--- config.mk ---
export PLATFORM = sky130hd
export DESIGN_NAME = tetris_bag_scheduler
export DESIGN_NICKNAME = d
export VERILOG_FILES = /design/src/rtl/tetris_seq_pkg.sv /design/src/rtl/tetris_lfsr16.sv /design/src/rtl/tetris_bag_scheduler.sv
export SDC_FILE = /design/constraint.sdc
export NUM_CORES = 1
export LEC_CHECK = 0
export ABC_AREA = 0
export BUFFER_PORTS_ARGS = -buffer_cell sky130_fd_sc_hd__buf_2
export CORE_MARGIN = 2
export CORE_UTILIZATION = 50
export DETAILED_ROUTE_END_ITERATION = 10
export PLACE_DENSITY = 0.72
export SLEW_MARGIN = 20
export SYNTH_ARGS = -nofsm -noshare
export SYNTH_HDL_FRONTEND = slang
export SYNTH_HIERARCHICAL = 1
export SYNTH_SLANG_ARGS = --single-unit
--- constraint.sdc ---
create_clock -name ACLK -period 2.7 [get_ports ACLK]
set_input_delay 0.135 -clock ACLK [delete_from_list [all_inputs] [get_ports ACLK]]
set_output_delay 0.135 -clock ACLK [all_outputs]
set_load 0.01 [all_outputs]
--- src/rtl/tetris_seq_pkg.sv ---
// rtl/tetris_seq_pkg.sv - shared piece, LFSR and bag-scheduler definitions
package tetris_seq_pkg;

    typedef enum logic [2:0] {
        PIECE_I = 3'd0,
        PIECE_O = 3'd1,
        PIECE_T = 3'd2,
        PIECE_S = 3'd3,
        PIECE_Z = 3'd4,
        PIECE_J = 3'd5,
        PIECE_L = 3'd6
    } piece_t;

    localparam int          NUM_PIECES = 7;
    localparam logic [15:0] LFSR_TAPS  = 16'hB400;

    typedef enum logic [1:0] {
        BAG_IDLE = 2'd0,
        BAG_DRAW = 2'd1,
        BAG_PUSH = 2'd2
    } bag_state_t;

    function automatic logic [2:0] lowest_set(input logic [6:0] m);
        logic [2:0] idx;
        idx = 3'd0;
        for (int i = NUM_PIECES - 1; i >= 0; i--) begin
            if (m[i]) idx = 3'(i);
        end
        return idx;
    endfunction

    function automatic logic [2:0] popcount7(input logic [6:0] m);
        logic [2:0] c;
        c = 3'd0;
        for (int i = 0; i < NUM_PIECES; i++) begin
            c = c + {2'd0, m[i]};
        end
        return c;
    endfunction

endpackage

--- src/rtl/tetris_lfsr16.sv ---
// rtl/tetris_lfsr16.sv - 16-bit Galois LFSR, right shift, with zero-seed substitution
module tetris_lfsr16
    import tetris_seq_pkg::*;
#(
    parameter logic [15:0] SEED = 16'hACE1
) (
    input  logic        ACLK,
    input  logic        ARESET,
    input  logic        step,
    input  logic        load,
    input  logic [15:0] load_value,
    output logic [15:0] state
);

    // A zero load would lock the register at zero forever, so it maps to SEED.
    always_ff @(posedge ACLK) begin
        if (ARESET) begin
            state <= SEED;
        end else if (load) begin
            state <= (load_value == 16'd0) ? SEED : load_value;
        end else if (step) begin
            state <= {1'b0, state[15:1]} ^ (state[0] ? LFSR_TAPS : 16'h0000);
        end
    end

endmodule

--- src/rtl/tetris_bag_scheduler.sv ---
// rtl/tetris_bag_scheduler.sv - 7-bag piece scheduler with preview queue and refill irq
module tetris_bag_scheduler
    import tetris_seq_pkg::*;
#(
    parameter int          PREVIEW_DEPTH = 4,
    parameter logic [15:0] LFSR_SEED     = 16'hACE1,
    parameter int          MAX_REJECTS   = 8
) (
    input  logic                         ACLK,
    input  logic                         ARESET,
    input  logic                         enable,
    input  logic                         seed_load,
    input  logic [15:0]                  seed,
    output logic                         piece_valid,
    input  logic                         piece_ready,
    output logic [2:0]                   piece_id,
    output logic [3*PREVIEW_DEPTH-1:0]   preview,
    output logic [3:0]                   preview_count,
    output logic [2:0]                   bag_remaining,
    output logic                         irq,
    input  logic                         irq_ack
);

    localparam int         RW     = $clog2(MAX_REJECTS + 1);
    localparam logic [3:0] DEPTH4 = 4'(PREVIEW_DEPTH);

    bag_state_t    state, state_nx;
    logic [6:0]    mask;
    logic [RW-1:0] rej_cnt;
    logic [2:0]    latched_id;
    logic [2:0]    q    [PREVIEW_DEPTH];
    logic [2:0]    q_nx [PREVIEW_DEPTH];
    logic [3:0]    count, count_nx, wr_idx;
    logic [15:0]   lfsr;
    logic [12:0]   lfsr_unused;
    logic          in_draw, refill, fallback, cand_ok, accept, lfsr_step, push, pop;
    logic [2:0]    cand, pick;

    tetris_lfsr16 #(.SEED(LFSR_SEED)) u_lfsr (
        .ACLK       (ACLK),
        .ARESET     (ARESET),
        .step       (lfsr_step),
        .load       (seed_load),
        .load_value (seed),
        .state      (lfsr)
    );

    assign lfsr_unused = lfsr[15:3];
    assign cand        = lfsr[2:0];
    assign in_draw     = (state == BAG_DRAW);
    assign push        = (state == BAG_PUSH);
    assign refill      = in_draw && (mask == 7'd0);
    assign fallback    = (rej_cnt == RW'(MAX_REJECTS));
    assign cand_ok     = (cand != 3'd7) && mask[cand];
    assign accept      = in_draw && !refill && (fallback || cand_ok);
    assign pick        = fallback ? lowest_set(mask) : cand;
    // The refill cycle leaves the LFSR alone; every other draw cycle consumes one step.
    assign lfsr_step   = in_draw && !refill;
    assign pop         = piece_valid && piece_ready;
    assign count_nx    = count + {3'd0, push} - {3'd0, pop};
    assign wr_idx      = pop ? (count - 4'd1) : count;

    always_comb begin
        state_nx = state;
        case (state)
            BAG_IDLE: if (enable && (count != DEPTH4)) state_nx = BAG_DRAW;
            BAG_DRAW: if (accept) state_nx = BAG_PUSH;
            BAG_PUSH: state_nx = (enable && (count_nx < DEPTH4)) ? BAG_DRAW : BAG_IDLE;
            default:  state_nx = BAG_IDLE;
        endcase
    end

    always_ff @(posedge ACLK) begin
        if (ARESET || seed_load) state <= BAG_IDLE;
        else                     state <= state_nx;
    end

    always_ff @(posedge ACLK) begin
        if (ARESET || seed_load) begin
            mask       <= 7'd0;
            rej_cnt    <= '0;
            latched_id <= 3'd0;
        end else if (refill) begin
            mask <= 7'h7F;
        end else if (accept) begin
            mask       <= mask & ~(7'd1 << pick);
            rej_cnt    <= '0;
            latched_id <= pick;
        end else if (in_draw) begin
            rej_cnt <= rej_cnt + RW'(1);
        end
    end

    always_ff @(posedge ACLK) begin
        if (ARESET)                     irq <= 1'b0;
        else if (refill && !seed_load)  irq <= 1'b1;
        else if (irq_ack)               irq <= 1'b0;
    end

    // Shift on pop first, then drop the new piece into the (possibly shifted) tail slot.
    always_comb begin
        for (int k = 0; k < PREVIEW_DEPTH; k++) q_nx[k] = q[k];
        if (pop) begin
            for (int k = 0; k < PREVIEW_DEPTH - 1; k++) q_nx[k] = q[k+1];
            q_nx[PREVIEW_DEPTH-1] = 3'd0;
        end
        if (push) begin
            for (int k = 0; k < PREVIEW_DEPTH; k++) begin
                if (4'(k) == wr_idx) q_nx[k] = latched_id;
            end
        end
    end

    always_ff @(posedge ACLK) begin
        if (ARESET || seed_load) begin
            for (int k = 0; k < PREVIEW_DEPTH; k++) q[k] <= 3'd0;
            count <= 4'd0;
        end else begin
            q     <= q_nx;
            count <= count_nx;
        end
    end

    always_comb begin
        preview = '0;
        for (int k = 0; k < PREVIEW_DEPTH; k++) preview[3*k +: 3] = q[k];
    end

    assign preview_count = count;
    assign piece_id      = q[0];
    assign piece_valid   = (count != 4'd0);
    assign bag_remaining = popcount7(mask);

endmodule

== After elaboration in Yosys (flattened, before gate mapping) ==
Cells that the tools add are included.
Storage, ports and cells
  register bits after elaboration: 49
  bits of input ports: 22
  output and inout port bits: 24
  logic and storage cells: 93
Operators by class
  $add $sub $neg: 10
  magnitude comparators: 2
  equal/unequal tests: 10
  shift operators: 1
  muxes and demuxes: 31
  bitwise operators: 4
  reduce and logical (&&, ||, !) cells: 24
Operators by type and width (count)
  two-way mux 16 bit: 4
  two-way mux 3 bit: 12
  two-way mux 12 bit: 2
  zero test 16 bit: 1
  bitwise XOR 15 x 16 -> 16 bit: 1
  two-way mux 7 bit: 2
  adder 3 x 1 -> 3 bit: 4
  two-way mux 4 bit: 3
  == test 2 x 4 -> 1 bit (first input constant): 2
  logical AND 1 bit: 8
  nonzero test 2 bit: 4
  AND 7 bit: 1
  zero test 7 bit: 1
  NOT 7 bit: 1
  << shifter 1 x 3 -> 7 bit (first input constant): 1
  one-hot mux 2 bit (3 select lines): 1
  AND reduction 2 bit: 3
  adder 4 x 1 -> 4 bit: 1
  adder 4 x 1 -> 4 bit (second input constant): 1
  == test 1 x 4 -> 1 bit (first input constant): 1
  == test 4 bit (second input constant): 1
  zero test 4 bit: 1
  less-than comparator 3 x 4 -> 1 bit (second input constant): 1
  less-than comparator 4 x 3 -> 1 bit (second input constant): 1
  other kinds (18): 24

== Logic depth before layout (Yosys ltp) ==
  depth in word-level cells: 13
  mapped depth: 12
  gate-level depth less buffers: 12

== By module ==
Netlist, hierarchy kept.
Modules (own cells, without submodules)
  tetris_bag_scheduler: instances 1, cells an instance 237, area an instance 2170.8 um^2, seq. area each 660.6 um^2
  tetris_lfsr16: instances 1, cells an instance 88, area an instance 875.8 um^2, seq. area each 320.3 um^2

== Worst setup path after synthesis ==
OpenSTA, ideal clock, no wires.
  kind: reg2reg
  start: register count[1], in the netlist preview_count[1]
  end: register, netlist name state[0]
  setup time: 0.126 ns
  arrival time: 2.394 ns
  required time: 2.574 ns
  slack: 0.180 ns
  stages on the path, launching flop included: 13
  buffers on the path: 1
  period minus slack after synthesis: 2.520 ns
  path through: dfxtp_1 > inv_1 > ha_1 > a21boi_4 > buf_2 > nand2_1 > nand2_1 > ha_1 > inv_1 > fa_1 > xnor2_1 > o2111ai_1 > o32ai_1
RTL lines
  start, declared: RTL line tetris_bag_scheduler.sv:33  | logic [3:0] count, count_nx, wr_idx;
  start signal, assigned: RTL line tetris_bag_scheduler.sv:120  | count <= count_nx;

== Final worst setup path ==
  start: register mask[0]
  end: output port bag_remaining[1]
Between the ends
  cells in the longest elaborated chain, start to end: 6
Ends and longest elaborated chain
  start, declared: RTL line tetris_bag_scheduler.sv:28  | logic [6:0] mask;
  start signal, assigned: RTL line tetris_bag_scheduler.sv:86  | mask <= mask & ~(7'd1 << pick);
  adder 1 x 1 -> 2 bit: RTL line tetris_seq_pkg.sv:36  | c = c + {2'd0, m[i]};
  adder 2 x 1 -> 3 bit: RTL line tetris_seq_pkg.sv:36
  adder 3 x 1 -> 3 bit (4 in a row): RTL line tetris_seq_pkg.sv:36
  end, declared: RTL line tetris_bag_scheduler.sv:19  | output logic [2:0] bag_remaining,
Every way passes these cells.

==> impl_metrics.toml <==
[critical_path]
rr_worst_depth = 12
startpoint = "mask[0]$_SDFFE_PP0P_"
crit_arrival_ns = 2.69
regToRegSetupSlack_ns = 0.31
r2r-end = "state[0]$_SDFFE_PP0P_"
r2r_start = "preview_count[1]$_SDFF_PP0_"
cp-end-kind = "output pin"
worst-path-max-fanout = 2
cp.required_ns = 2.57
crit_path_start_kind = "register"
endpoint = "bag_remaining[1]"
path_class = "reg2out"

[clock_network]
cts_buffer_depth = 2
h-tree-depth = 2
ctsHoldBuffers = 0
clkLatencyLatePin_ns = 0.30
clock-sinks = 49
cts_buffers = 5
cts_root_buf = "clkbuf_8"
path_clk_slew_ns = 0.09
cts_tree = "done"

[layout]
diodes = 0
drive_gt1_share_pct = 27.0
fin_nets = 404
syn_to_final_growth_pct = 11.5
fin_area_mm2 = 0.00340

[sta]
setup_tns_ns = -0.122
setup_ws_ns = -0.122
max_slew_margin_pct = 62.3
post-route-min-period_ns = 2.82
setup_viol = 1
report.final.slew_viol_count = 0
fin_worst_skew_ns = 0.00931
tightest_slew_ns = 0.564
rsz0062_at_grt = "yes"
hold_viol = 0
timing.fmax_mhz = 354
fin_crit_sh_pct = 105

[yosys]
synth.avg_cell_area_um2 = 9.37
async_flop_share_pct = 0
synth_top_flop_cell = "dfxtp_1"
synth-edff-count = 0
yosysWarningCount = 6
synth_nets = 363
synthCells = 325
ys_seq_elements = 49
ys_types = 67
syn-cell-area_mm2 = 0.00305
yosysSeqAreaShare_pct = 32.2

[die]
dieArea_mm2 = 0.00673
die_h_um = 82.1
core_area_mm2 = 0.00592
initial_core_util_pct = 51.5
row_count = 28
io_pins = 46
die_w_um = 82.1

[power]
power.leakage_nw = 1.44
vdd_ir_drop_max_v = 0.000358
power_w = 0.00190
power_density_mw_per_mm2 = 558

[placement]
pre_cts_ws_ns = 0.145
dpl_cell_area_mm2 = 0.00328
port_buffers = 45
dp.final_hpwl_um = 4680
place_congestion = 0.869

[routing]
drtPass1Iterations = 4
ant_nets = 0
vias = 2495
route.detailed.drc = 0
routedWlPerCell_um = 14.4
routed_wl_um = 6340
via_per_inst = 5.64
drt_iter0_drc = 139

[global_routing]
grt_max_degree = 29
grt_usage_pct = 20.1
antenna_found_initial = 0
grt_pass1_wl_um = 10700
gr-total-overflow = 0
grt_pass1_vias = 2320

[outcome]
violations = "negative setup slack"
outcome = "finished with violations"

[worst_hold_path]
hp-class = "in2reg"

[flow_run]
maxCapViolCount = 0
power breakdown:
part / leakage (nW) / switching [W] / total [W] / internal, W
sequential: 0.401 / 0.0000431 / 0.000803 / 0.000760
clock: 0.0512 / 0.000251 / 0.000459 / 0.000208
combinational: 0.985 / 0.000354 / 0.000633 / 0.000279
final cells by class:
type | instances | area [um2]
fillers | 541 | 2520
multi-input cells | 237 | 1870
flip-flops and latches | 49 | 987
repair buffers | 51 | 270
well taps | 75 | 93.8
clock buffers | 6 | 82.6
inverters | 22 | 82.6
clock inverters | 2 | 13.8
routing by layer:
| metal | track usage [%] | vias up | part of all wire, % |
|---|---|---|---|
| li1 | - | 1250 | - |
| met1 | 25.7 | 1173 | 45 |
| met2 | 34.0 | 62 | 49 |
| met3 | 3.41 | 10 | 4.5 |
| met4 | 7.33 | 0 | 1.5 |
| met5 | 0 | - | 0 |
through the flow:
stage / instances / utilization (%) / hold slack (ns)
5_1_grt: 442 / 57.4 / 0.0837
3_5_place_dp: 433 / 55.5 / 0.409
2_1_floorplan: 325 / - / 0.204
3_3_place_gp: 433 / 55.5 / 0.395
4_1_cts: 442 / 57.3 / 0.0712
6_report: 442 / 57.4 / 0.0751
cell families (layout without fill, tap and decap cells):
group | Yosys count | count (layout) | synth area share [%]
buf+inv | 39 | 81 | 6.65
flops | 49 | 49 | 32.2
fa+ha+maj | 16 | 16 | 7.80
compound gates | 70 | 70 | 16.9
mux | 41 | 41 | 14.3
simple gates | 104 | 104 | 20.1
xor+xnor | 6 | 6 | 1.97
synthesized netlist by cell type (2+ instances only):
| library cell | number | area [um2] |
|---|---|---|
| dfxtp_1 | 49 | 981 |
| a21oi_1 | 26 | 130 |
| mux2i_1 | 26 | 260 |
| nor2_1 | 25 | 93.8 |
| inv_1 | 22 | 82.6 |
| nand2_1 | 22 | 82.6 |
| mux2_2 | 13 | 146 |
| ha_1 | 11 | 138 |
| nand3_1 | 9 | 45.0 |
| a22oi_1 | 8 | 60.1 |
| nor3b_1 | 8 | 60.1 |
| nor3_1 | 6 | 30.0 |
| buf_2 | 5 | 25.0 |
| clkbuf_1 | 5 | 18.8 |
| fa_1 | 5 | 100 |
| a31oi_1 | 4 | 25.0 |
| nand2b_1 | 4 | 25.0 |
| nor4_2 | 4 | 50.1 |
| a211oi_1 | 3 | 22.5 |
| buf_4 | 3 | 22.5 |
| buf_6 | 3 | 33.8 |
| nand3b_1 | 3 | 22.5 |
| nand4_1 | 3 | 18.8 |
| nor2b_1 | 3 | 18.8 |
| o21ai_0 | 3 | 15.0 |
| xor2_1 | 3 | 26.3 |
| mux2_4 | 2 | 30.0 |
| o21a_1 | 2 | 15.0 |
| o21ai_1 | 2 | 10.0 |
| o221a_1 | 2 | 22.5 |
| o31a_1 | 2 | 17.5 |
| o31ai_1 | 2 | 15.0 |
| or3_1 | 2 | 12.5 |
| xnor2_1 | 2 | 17.5 |
sequential cells by signal (all words and copies together), names as in the netlist, 2 cells and up:
name and cells:
latched_id 3, state 2, preview_count 4, preview 9
mask 7, piece_id 3, u_lfsr/state 16, rej_cnt 4
critical path: stages (launching register included):
cell	delay (ns)
dfxtp_2	0.34
fa_1	0.54
inv_1	0.05
fa_1	0.48
inv_2	0.04
fa_2	0.34
inv_2	0.06
fa_1	0.37
inv_1	0.05
buf_2	0.12
what timing repair did:
item / 4_1_cts / 5_1_grt
setup buffers: 1 / 0
pin swaps: 2 / 2
setup endpoints to repair: 1 / 2
gates resized for setup: 5 / 2
cells in the final DEF (no fill, tap or decap), drive strengths merged, types with 11 or more instances in the layout:
| cell | Yosys | layout |
|---|---|---|
| a21oi | 28 | 28 |
| buf | 12 | 51 |
| dfxtp | 49 | 49 |
| ha | 11 | 11 |
| inv | 22 | 22 |
| mux2 | 15 | 15 |
| mux2i | 26 | 26 |
| nand2 | 23 | 23 |
| nor2 | 25 | 25 |
how the worst min path moves through the flow:
stage / startpoint / end / slack (ns) / cells past startpoint
CTS: irq_ack / irq$_SDFFE_PP0P_ / 0.07 / 3
global route: irq_ack / irq$_SDFFE_PP0P_ / 0.08 / 3
finish: irq_ack / irq$_SDFFE_PP0P_ / 0.08 / 3
floorplan: ARESET / irq$_SDFFE_PP0P_ / 0.20 / 1
global placement: irq_ack / irq$_SDFFE_PP0P_ / 0.39 / 3
detailed placement: irq_ack / irq$_SDFFE_PP0P_ / 0.41 / 3
(Power assumes the default switching activity.)
